<file path="config.mk">
export PLATFORM = sky130hd
export DESIGN_NAME = fetch_queue_flat
export DESIGN_NICKNAME = d
export VERILOG_FILES = /design/src/rtl/fetch_queue_if.sv /design/src/rtl/fetch_queue.sv /design/src/flat_wrapper.sv
export SDC_FILE = /design/constraint.sdc
export NUM_CORES = 1
export LEC_CHECK = 0
export ABC_CLOCK_PERIOD_IN_PS = 5100
export CAP_MARGIN = 10
export CORE_MARGIN = 8
export CORE_UTILIZATION = 45
export DETAILED_ROUTE_END_ITERATION = 7
export HOLD_SLACK_MARGIN = 0.06
export PLACE_DENSITY_LB_ADDON = 0.25
export SLEW_MARGIN = 5
export SYNTH_ARGS = -nofsm -noshare
export SYNTH_HDL_FRONTEND = slang
export SYNTH_SLANG_ARGS = --single-unit
export TNS_END_PERCENT = 30
</file>
<file path="constraint.sdc">
create_clock -name CLK -period 5.1 [get_ports CLK]
set_input_delay 0.765 -clock CLK [delete_from_list [all_inputs] [get_ports CLK]]
set_output_delay 0.765 -clock CLK [all_outputs]
set_load 0.01 [all_outputs]
</file>
<file path="src/rtl/fetch_queue_if.sv">
// Fetch-to-decode queue bus: fetch push side, decode pop side, flush and debug counters.
interface fetch_queue_if #(
  parameter int unsigned DEPTH   = 2,
  parameter int unsigned PC_W    = 16,
  parameter int unsigned INSTR_W = 9
);
  localparam int unsigned CNT_W   = $clog2(DEPTH + 1);
  localparam int unsigned STALL_W = 16;

  logic               in_valid;
  logic [PC_W-1:0]    in_pc;
  logic [INSTR_W-1:0] in_instr;
  logic               in_ready;
  logic               out_valid;
  logic [PC_W-1:0]    out_pc;
  logic [INSTR_W-1:0] out_instr;
  logic               out_ready;
  logic               flush;
  logic [CNT_W-1:0]   count;
  logic [STALL_W-1:0] stall_cycles;

  modport master (
    output in_valid, in_pc, in_instr, out_ready, flush,
    input  in_ready, out_valid, out_pc, out_instr, count, stall_cycles
  );

  modport slave (
    input  in_valid, in_pc, in_instr, out_ready, flush,
    output in_ready, out_valid, out_pc, out_instr, count, stall_cycles
  );
endinterface

</file>
<file path="src/rtl/fetch_queue.sv">
// Instruction buffer between fetch and decode: circular FIFO of {pc, instr} with
// single-cycle flush and a saturating fetch back-pressure counter.
module fetch_queue #(
  parameter int unsigned DEPTH   = 2,
  parameter int unsigned PC_W    = 16,
  parameter int unsigned INSTR_W = 9
) (
  input  logic          CLK,
  input  logic          Init_n,
  fetch_queue_if.slave  bus
);
  localparam int unsigned PTR_W   = $clog2(DEPTH);
  localparam int unsigned CNT_W   = $clog2(DEPTH + 1);
  localparam int unsigned STALL_W = 16;

  typedef struct packed {
    logic [PC_W-1:0]    pc;
    logic [INSTR_W-1:0] instr;
  } entry_t;

  entry_t             r_mem [DEPTH];
  logic [PTR_W-1:0]   r_wr_ptr;
  logic [PTR_W-1:0]   r_rd_ptr;
  logic [CNT_W-1:0]   r_count;
  logic [STALL_W-1:0] r_stall;

  logic w_in_ready;
  logic w_out_valid;
  logic w_push;
  logic w_pop;

  // Ready/valid depend only on occupancy, so no out_ready -> in_ready path exists.
  assign w_in_ready  = (r_count != CNT_W'(DEPTH));
  assign w_out_valid = (r_count != CNT_W'(0));
  assign w_push      = bus.in_valid && w_in_ready;
  assign w_pop       = w_out_valid && bus.out_ready;

  assign bus.in_ready     = w_in_ready;
  assign bus.out_valid    = w_out_valid;
  assign bus.out_pc       = r_mem[r_rd_ptr].pc;
  assign bus.out_instr    = r_mem[r_rd_ptr].instr;
  assign bus.count        = r_count;
  assign bus.stall_cycles = r_stall;

  always_ff @(posedge CLK) begin
    if (!Init_n) begin
      r_wr_ptr <= '0;
      r_rd_ptr <= '0;
      r_count  <= '0;
      r_stall  <= '0;
      r_mem    <= '{default: '0};
    end else begin
      // Flush drops any same-cycle handshake; storage contents are left in place.
      if (bus.flush) begin
        r_wr_ptr <= '0;
        r_rd_ptr <= '0;
        r_count  <= '0;
      end else begin
        if (w_push) begin
          r_mem[r_wr_ptr] <= {bus.in_pc, bus.in_instr};
          r_wr_ptr        <= r_wr_ptr + PTR_W'(1);
        end
        if (w_pop) begin
          r_rd_ptr <= r_rd_ptr + PTR_W'(1);
        end
        case ({w_push, w_pop})
          2'b10:   r_count <= r_count + CNT_W'(1);
          2'b01:   r_count <= r_count - CNT_W'(1);
          default: r_count <= r_count;
        endcase
      end
      if (bus.in_valid && !w_in_ready && (r_stall != '1)) begin
        r_stall <= r_stall + STALL_W'(1);
      end
    end
  end
endmodule

</file>
<file path="src/flat_wrapper.sv">
// flat-port wrapper written by rule: the top's interface ports become plain ports
module fetch_queue_flat 
#(
  parameter int unsigned DEPTH   = 2,
  parameter int unsigned PC_W    = 16,
  parameter int unsigned INSTR_W = 9
)
  (CLK, Init_n, bus_in_valid, bus_in_pc, bus_in_instr, bus_out_ready, bus_flush, bus_in_ready, bus_out_valid, bus_out_pc, bus_out_instr, bus_count, bus_stall_cycles);
  fetch_queue_if #(.DEPTH(DEPTH), .PC_W(PC_W), .INSTR_W(INSTR_W)) bus_i ();
  input  logic CLK;
  input  logic Init_n;
  input wire logic [$bits(bus_i.in_valid)-1:0] bus_in_valid;
  input wire logic [$bits(bus_i.in_pc)-1:0] bus_in_pc;
  input wire logic [$bits(bus_i.in_instr)-1:0] bus_in_instr;
  input wire logic [$bits(bus_i.out_ready)-1:0] bus_out_ready;
  input wire logic [$bits(bus_i.flush)-1:0] bus_flush;
  output wire logic [$bits(bus_i.in_ready)-1:0] bus_in_ready;
  output wire logic [$bits(bus_i.out_valid)-1:0] bus_out_valid;
  output wire logic [$bits(bus_i.out_pc)-1:0] bus_out_pc;
  output wire logic [$bits(bus_i.out_instr)-1:0] bus_out_instr;
  output wire logic [$bits(bus_i.count)-1:0] bus_count;
  output wire logic [$bits(bus_i.stall_cycles)-1:0] bus_stall_cycles;
  assign bus_i.in_valid = bus_in_valid;
  assign bus_i.in_pc = bus_in_pc;
  assign bus_i.in_instr = bus_in_instr;
  assign bus_i.out_ready = bus_out_ready;
  assign bus_i.flush = bus_flush;
  assign bus_in_ready = bus_i.in_ready;
  assign bus_out_valid = bus_i.out_valid;
  assign bus_out_pc = bus_i.out_pc;
  assign bus_out_instr = bus_i.out_instr;
  assign bus_count = bus_i.count;
  assign bus_stall_cycles = bus_i.stall_cycles;
  fetch_queue #(.DEPTH(DEPTH), .PC_W(PC_W), .INSTR_W(INSTR_W)) u_core (.CLK(CLK), .Init_n(Init_n), .bus(bus_i));
endmodule
</file>
==> flow_metrics.env, run 1 <==
export IMPL_synth_top_area_cell="dfxtp_1"
export IMPL_vias=2798
export IMPL_gr_usage_all_layers_pct=15.89
export IMPL_required_ps=4340
export IMPL_drc=0
export IMPL_wl_um=7909
export IMPL_ys_flop_type="dfxtp_1"
export IMPL_fill_cells=608
export IMPL_clk_pin_slew_ps=80
export IMPL_syn2layout_area_growth_pct=30.55
export IMPL_die_area_um2=9758
export IMPL_finClkSkew_ps=14.04
export IMPL_synth_compound_area_share_pct=13.87
export IMPL_cts_tree="yes"
export IMPL_synth_top_area_share_pct=45.44
export IMPL_ant_nets=0
export IMPL_dp_hpwl_um=5249
export IMPL_grt_max_degree=57
export IMPL_syn_num_nets=401
export IMPL_ys_types=43
export IMPL_max_slew_margin_pct=35.80
export IMPL_startpoint_type="register"
export IMPL_pre_cts_ws_ps=2454
export IMPL_period_share_pct=53.78
export IMPL_htree_levels=3
export IMPL_drive_above_1_share_pct=11.42
export IMPL_port_buffers=74
export IMPL_power_density_nw_per_um2=272.6
export IMPL_hold_violations=0
export IMPL_status="finished, final reports clean"
export IMPL_intPower_uw=814.1
export IMPL_first_pass_iters=4
export IMPL_rsz0062_at_grt="false"
export IMPL_synth_cells=369
export IMPL_cts_resized=0
export IMPL_ys_ff_latch=70
export IMPL_syn_area_um2=3084
export IMPL_power_switching_uw=283.4
export IMPL_criticalPathCategory="reg2out"
export IMPL_ir_worst_vdd_uv=166.1
export IMPL_clkPwrFrac_pct=37.5
export IMPL_synthAdderAreaFrac_pct=0.8114
export IMPL_grt_pass1_wl_um=12560
export IMPL_nets=465
export IMPL_switching_share_pct=25.82
export IMPL_async_flop_share_pct=0
export IMPL_io_pins=75
export IMPL_grt_pass1_vias=2563
export IMPL_ys_top_cells_by_area="dfxtp_1 45%, nand2_1 13%, a21oi_1 9.2%, mux2_2 9.1%, clkbuf_1 1.6%"
export IMPL_worst_pin_slew_ps=962.2
export IMPL_maxCapViolCount=0
export IMPL_reg2reg_depth=4
export IMPL_fin_crit_ps=2743
export IMPL_path_max_fanout=24
export IMPL_num_antenna_cells=0
export IMPL_start_util_pct=45.90
export IMPL_clk_latency_ps=350
export IMPL_cts_buffers=9
export IMPL_final_setup_tns_ps=0
export IMPL_detail_route_vias_per_cell=5.402
export IMPL_whs_path_depth=2
export IMPL_gp_congestion=0.8564
export IMPL_die_height_um=98.79
export IMPL_die_x_um=98.79
export IMPL_hold_path_class="reg2reg"
export IMPL_max_freq_mhz=364.6
export IMPL_ys_seq_area_share_pct=45.44
export IMPL_leakagePower_nw=1.401
export IMPL_endpoint_kind="output pin"
export IMPL_muxShareOfSynthArea_pct=10.10
export IMPL_yosys_area_share_xor_xnor_pct=1.136
export IMPL_grt_ovfl_total=0
export IMPL_crit_arrival_ps=1980
export IMPL_setup_violations=0
export IMPL_clock_sinks=70
export IMPL_synth_edff_count=0
export IMPL_antenna_found_initial=0
export IMPL_worst_slack_ps=2357
export IMPL_synth_simple_gate_area_share_pct=24.79
export IMPL_rows=30
export IMPL_core_region_area_um2=6719
export IMPL_synth_area_per_cell_um2=8.358
export IMPL_cts_setup_buffers=0
export IMPL_drv_slew=0
export IMPL_yosysWarnings=0
export IMPL_pwr_share_comb_pct=10.8
export IMPL_p_seq_share_pct=51.8
export IMPL_synth_top_family_by_area="simple AND/OR/NAND/NOR gates"
export IMPL_cts_hold_repair_buffers=0
export IMPL_wl_per_cell_um=15.27
export IMPL_cts_root_buf="clkbuf_8"
export IMPL_cts_buffer_depth=2
export IMPL_first_iter_violations=181
==> layout make-up <==
cell class	count	area [um2]	area share, %
clock buffer	10	137.6	3.418
tap	80	100.1	2.486
sequential	70	1401	34.80
clock inverter	6	45.04	1.119
inverter	2	7.507	0.1865
multi-input combinational	272	1564	38.84
timing repair buffer	78	770.7	19.14
==> synthesized netlist by cell type, types with 2 or more instances <==
| library cell | instances |
|---|---|
| nand2_1 | 108 |
| dfxtp_1 | 70 |
| a21oi_1 | 57 |
| mux2_2 | 25 |
| clkbuf_1 | 13 |
| buf_2 | 8 |
| nand3_1 | 7 |
| o21ai_0 | 7 |
| nor2_1 | 6 |
| or3_1 | 6 |
| nand2b_1 | 5 |
| nand4_1 | 4 |
| a311oi_1 | 3 |
| a31oi_1 | 3 |
| and3_1 | 3 |
| and4_1 | 3 |
| mux2i_1 | 3 |
| a41oi_1 | 2 |
| and2_1 | 2 |
| and3b_1 | 2 |
| buf_1 | 2 |
| buf_4 | 2 |
| ha_1 | 2 |
| nor3_1 | 2 |
| nor4_1 | 2 |
| o211ai_1 | 2 |
| o31ai_1 | 2 |
| xnor2_1 | 2 |
| xor2_1 | 2 |
==> layer usage <==
layer	global-route usage, %	routed length [um]	vias up	part of all wire (%)
met2	26.09	3808	74	48
met3	5.990	510	6	6.4
met1	18.54	3518	1310	44
met5	0	0	-	0
li1	-	-	1408	-
met4	5.313	71	0	0.90
==> power groups by stage <==
| stage | sequential [mW] | clock, mW | combinational [mW] |
|---|---|---|---|
| 6_report | 0.568 | 0.411 | 0.118 |
| 5_1_grt | 0.570 | 0.443 | 0.128 |
| 4_1_cts | 0.568 | 0.420 | 0.120 |
| 3_5_place_dp | 0.581 | 0 | 0.119 |
| 3_3_place_gp | 0.580 | 0 | 0.118 |
| 2_1_floorplan | 0.579 | 0 | 0.0584 |
==> cell usage in the layout (no fill, tap or decap), types with 6 or more instances in the layout <==
master,synthesis,routed
clkbuf_8,0,10
or3_1,6,6
nand3_1,7,7
mux2_2,25,25
a21oi_1,57,57
nand2_1,108,108
o21ai_0,7,7
clkdlybuf4s50_1,0,74
nor2_1,6,6
dfxtp_1,70,70
==> final timing paths <==
path / slack (ps) / startpoint / end
setup / recovery: 2360 / u_core.r_rd_ptr$_SDFFE_PP0P_ / bus_out_pc[6]
hold / removal: 450 / u_core.r_mem[33]$_SDFFE_PN0P_ / u_core.r_mem[33]$_SDFFE_PN0P_
setup reg to reg: 3180 / u_core.bus.count[0]$_SDFFE_PP0P_ / u_core.r_mem[6]$_SDFFE_PN0P_
hold reg to reg: 450 / u_core.r_mem[33]$_SDFFE_PN0P_ / u_core.r_mem[33]$_SDFFE_PN0P_
==> registers in the layout, summed over array words and instances, names as in the netlist <==
signal and count:
u_core.bus.count 2, u_core.bus.stall_cycles 16, u_core.r_mem 50, u_core.r_rd_ptr 1
u_core.r_wr_ptr 1
==> kinds of logic (layout without fill, tap and decap cells) <==
kind of cell,Yosys count,count (layout)
mux,28,28
xor+xnor,4,4
fa+ha+maj,2,2
simple gates,160,160
buf+inv,27,96
compound gates,78,78
flops,70,70
==> stage by stage <==
stage | utilization (%) | cells | instance area, um2 | power [mW] | hold WS (ps)
3_5_place_dp | 57.21 | 502 | 3844 | 0.6997 | 445.9
3_3_place_gp | 57.21 | 502 | 3844 | 0.6980 | 438.1
5_1_grt | 59.93 | 518 | 4026 | 1.141 | 468.7
4_1_cts | 59.93 | 518 | 4026 | 1.108 | 456.8
6_report | 59.93 | 518 | 4026 | 1.097 | 454.6
2_1_floorplan | - | 369 | 3084 | 0.6376 | 432.9
==> worst max-delay path: stages (launching register included) <==
cell and delay [ps]:
dfxtp_1 380, buf_4 370, mux2_2 400, clkdlybuf4s50_1 490
(Power assumes the default switching activity.)
==> run 2, diff against run 1 <==
Settings changed: ABC_CLOCK_PERIOD_IN_PS 5100 to 2460, CORE_UTILIZATION 45 to 44.
Clock period 5.1 ns to 2.46 ns, I/O delays scaled along.
==> run 2 against run 1 <==
Net effect: count of clock-buffer cells in the layout grew 2; flip-flop and latch count unchanged; sequential share of layout area down 0.34 points; setup slack lost 2100 ps; clock skew is 7.2 ps lower; total power up 100%; hold slack lost 2.8 ps; sequential power rose by 110%; largest cell class unchanged; die area increased by 1.9%.
==> flow_metrics.env, run 2 (synthesis gave the netlist of run 1 again) <==
export IMPL_status="finished, final reports clean"
export IMPL_rows=30
export IMPL_num_antenna_cells=0
export IMPL_clk_pin_slew_ps=70
export IMPL_cts_resized=0
export IMPL_layout_commonest_cell="nand2_1"
export IMPL_clock_sinks=70
export IMPL_fin_crit_ps=2177
export IMPL_endpoint_kind="output pin"
export IMPL_drc=0
export IMPL_hold_path_class="reg2reg"
export IMPL_grt_ovfl_total=0
export IMPL_startpoint_type="register"
export IMPL_hold_violations=0
export IMPL_cts_buffers=9
export IMPL_rsz0062_at_grt="false"
export IMPL_die_height_um=99.73
export IMPL_criticalPathCategory="reg2out"
export IMPL_cts_root_buf="clkbuf_8"
export IMPL_reg2reg_to="u_core.bus.stall_cycles[5]$_SDFFE_PN0P_"
export IMPL_antenna_found_initial=0
export IMPL_holdPathEnd="u_core.r_mem[17]$_SDFFE_PN0P_"
export IMPL_rr_startpoint="u_core.bus.stall_cycles[0]$_SDFFE_PN0P_"
export IMPL_setup_violations=0
export IMPL_port_buffers=74
export IMPL_ff2ff_setup_slack_ps=520
export IMPL_path_max_fanout=25
export IMPL_ir_worst_vdd_uv=247.5
export IMPL_cts_setup_buffers=0
export IMPL_dp_hpwl_um=5535
export IMPL_ant_nets=0
export IMPL_cts_buffer_depth=2
export IMPL_period_share_pct=88.50
export IMPL_grt_max_degree=57
export IMPL_start_util_pct=45.40
export IMPL_required_ps=2090
export IMPL_gr_usage_all_layers_pct=16.67
export IMPL_finClkSkew_ps=6.883
export IMPL_maxCapViolCount=0
export IMPL_detail_route_vias_per_cell=5.277
export IMPL_cts_tree="yes"
export IMPL_drive_above_1_share_pct=11.56
export IMPL_power_switching_uw=537.5
export IMPL_max_freq_mhz=459.3
export IMPL_grt_pass1_wl_um=13520
export IMPL_wl_per_cell_um=15.14
export IMPL_leakagePower_nw=1.421
export IMPL_crit_arrival_ps=1810
export IMPL_max_slew_margin_pct=56.80
export IMPL_whs_path_depth=2
export IMPL_grt_pass1_vias=2759
export IMPL_first_iter_violations=100
export IMPL_most_common_layout_cells="108 x nand2_1, 74 x clkdlybuf4s50_1, 70 x dfxtp_1"
export IMPL_htree_levels=3
export IMPL_io_pins=75
export IMPL_final_setup_tns_ps=0
export IMPL_switching_share_pct=24.19
export IMPL_die_x_um=99.73
export IMPL_p_seq_share_pct=53.1
export IMPL_reg2reg_depth=5
export IMPL_pwr_share_comb_pct=11.2
export IMPL_largest_reg_flops=50
export IMPL_first_pass_iters=4
export IMPL_wl_um=8129
export IMPL_clk_latency_ps=330
export IMPL_die_area_um2=9945
export IMPL_hold_start="u_core.r_mem[17]$_SDFFE_PN0P_"
export IMPL_regMostFlops="u_core.r_mem"
export IMPL_clkPwrFrac_pct=35.7
export IMPL_worst_pin_slew_ps=643.1
export IMPL_syn2layout_area_growth_pct=31.85
export IMPL_fill_cells=619
export IMPL_drv_slew=0
export IMPL_core_region_area_um2=6794
export IMPL_nets=468
export IMPL_cts_hold_repair_buffers=0
export IMPL_fin_util_pct=59.85
export IMPL_vias=2834
export IMPL_power_density_nw_per_um2=546.5
export IMPL_gp_congestion=0.8970
export IMPL_intPower_mw=1.685
run 2: metal layers:
| metal | share of wire (%) | global-route usage, % | vias to the layer above |
|---|---|---|---|
| met1 | 44 | 20.43 | 1331 |
| li1 | - | - | 1409 |
| met5 | 0 | 0 | - |
| met4 | 1.3 | 5.937 | 0 |
| met3 | 6.2 | 4.050 | 12 |
| met2 | 49 | 27.60 | 82 |
run 2: how the worst max path moves through the flow:
stage                     slack (ps)  cells after the start                              from                                 endpoint
final                            280                      3      u_core.r_rd_ptr$_SDFFE_PP0P_                         bus_out_instr[4]
after floorplan                  730                      5  u_core.bus.count[1]$_SDFFE_PP0P_         u_core.bus.count[1]$_SDFFE_PP0P_
after CTS                        250                      3      u_core.r_rd_ptr$_SDFFE_PP0P_                            bus_out_pc[0]
after global placement           330                      5                      bus_in_valid  u_core.bus.stall_cycles[9]$_SDFFE_PN0P_
after detailed placement         330                      5                      bus_in_valid  u_core.bus.stall_cycles[9]$_SDFFE_PN0P_
after global routing             230                      3      u_core.r_rd_ptr$_SDFFE_PP0P_                            bus_out_pc[0]
run 2: layout make-up:
cell class | count | area, um2 | area share [%]
Clock buffer | 12 | 145.1 | 3.569
Timing Repair Buffer | 81 | 805.8 | 19.82
Multi-Input combinational cell | 272 | 1564 | 38.46
Clock inverter | 4 | 22.52 | 0.5538
Tap cell | 96 | 120.1 | 2.954
Inverter | 2 | 7.507 | 0.1846
Sequential cell | 70 | 1401 | 34.46
run 2: worst max-delay path, cell delays in order, from the launching register on:
cell and delay (ps):
dfxtp_1 400, buf_12 210, mux2_2 380, clkdlybuf4s50_1 480
run 2: power groups by stage:
stage	sequential, mW	clock, mW	combinational, mW
6_report	1.18	0.794	0.249
3_3_place_gp	1.20	0	0.248
5_1_grt	1.18	0.864	0.272
2_1_floorplan	1.20	0	0.121
3_5_place_dp	1.21	0	0.251
4_1_cts	1.18	0.813	0.253
run 2: per-stage QoR:
stage	hold slack [ps]	setup slack [ps]	instances	power, mW	area [um2]
global route	467.0	227.2	537	2.318	4066
floorplan	432.9	728.2	369	1.322	3084
CTS	455.4	248.5	537	2.246	4066
finish	451.8	283.0	537	2.222	4066
detailed placement	445.3	327.1	521	1.456	3899
global placement	438.1	333.4	521	1.451	3899
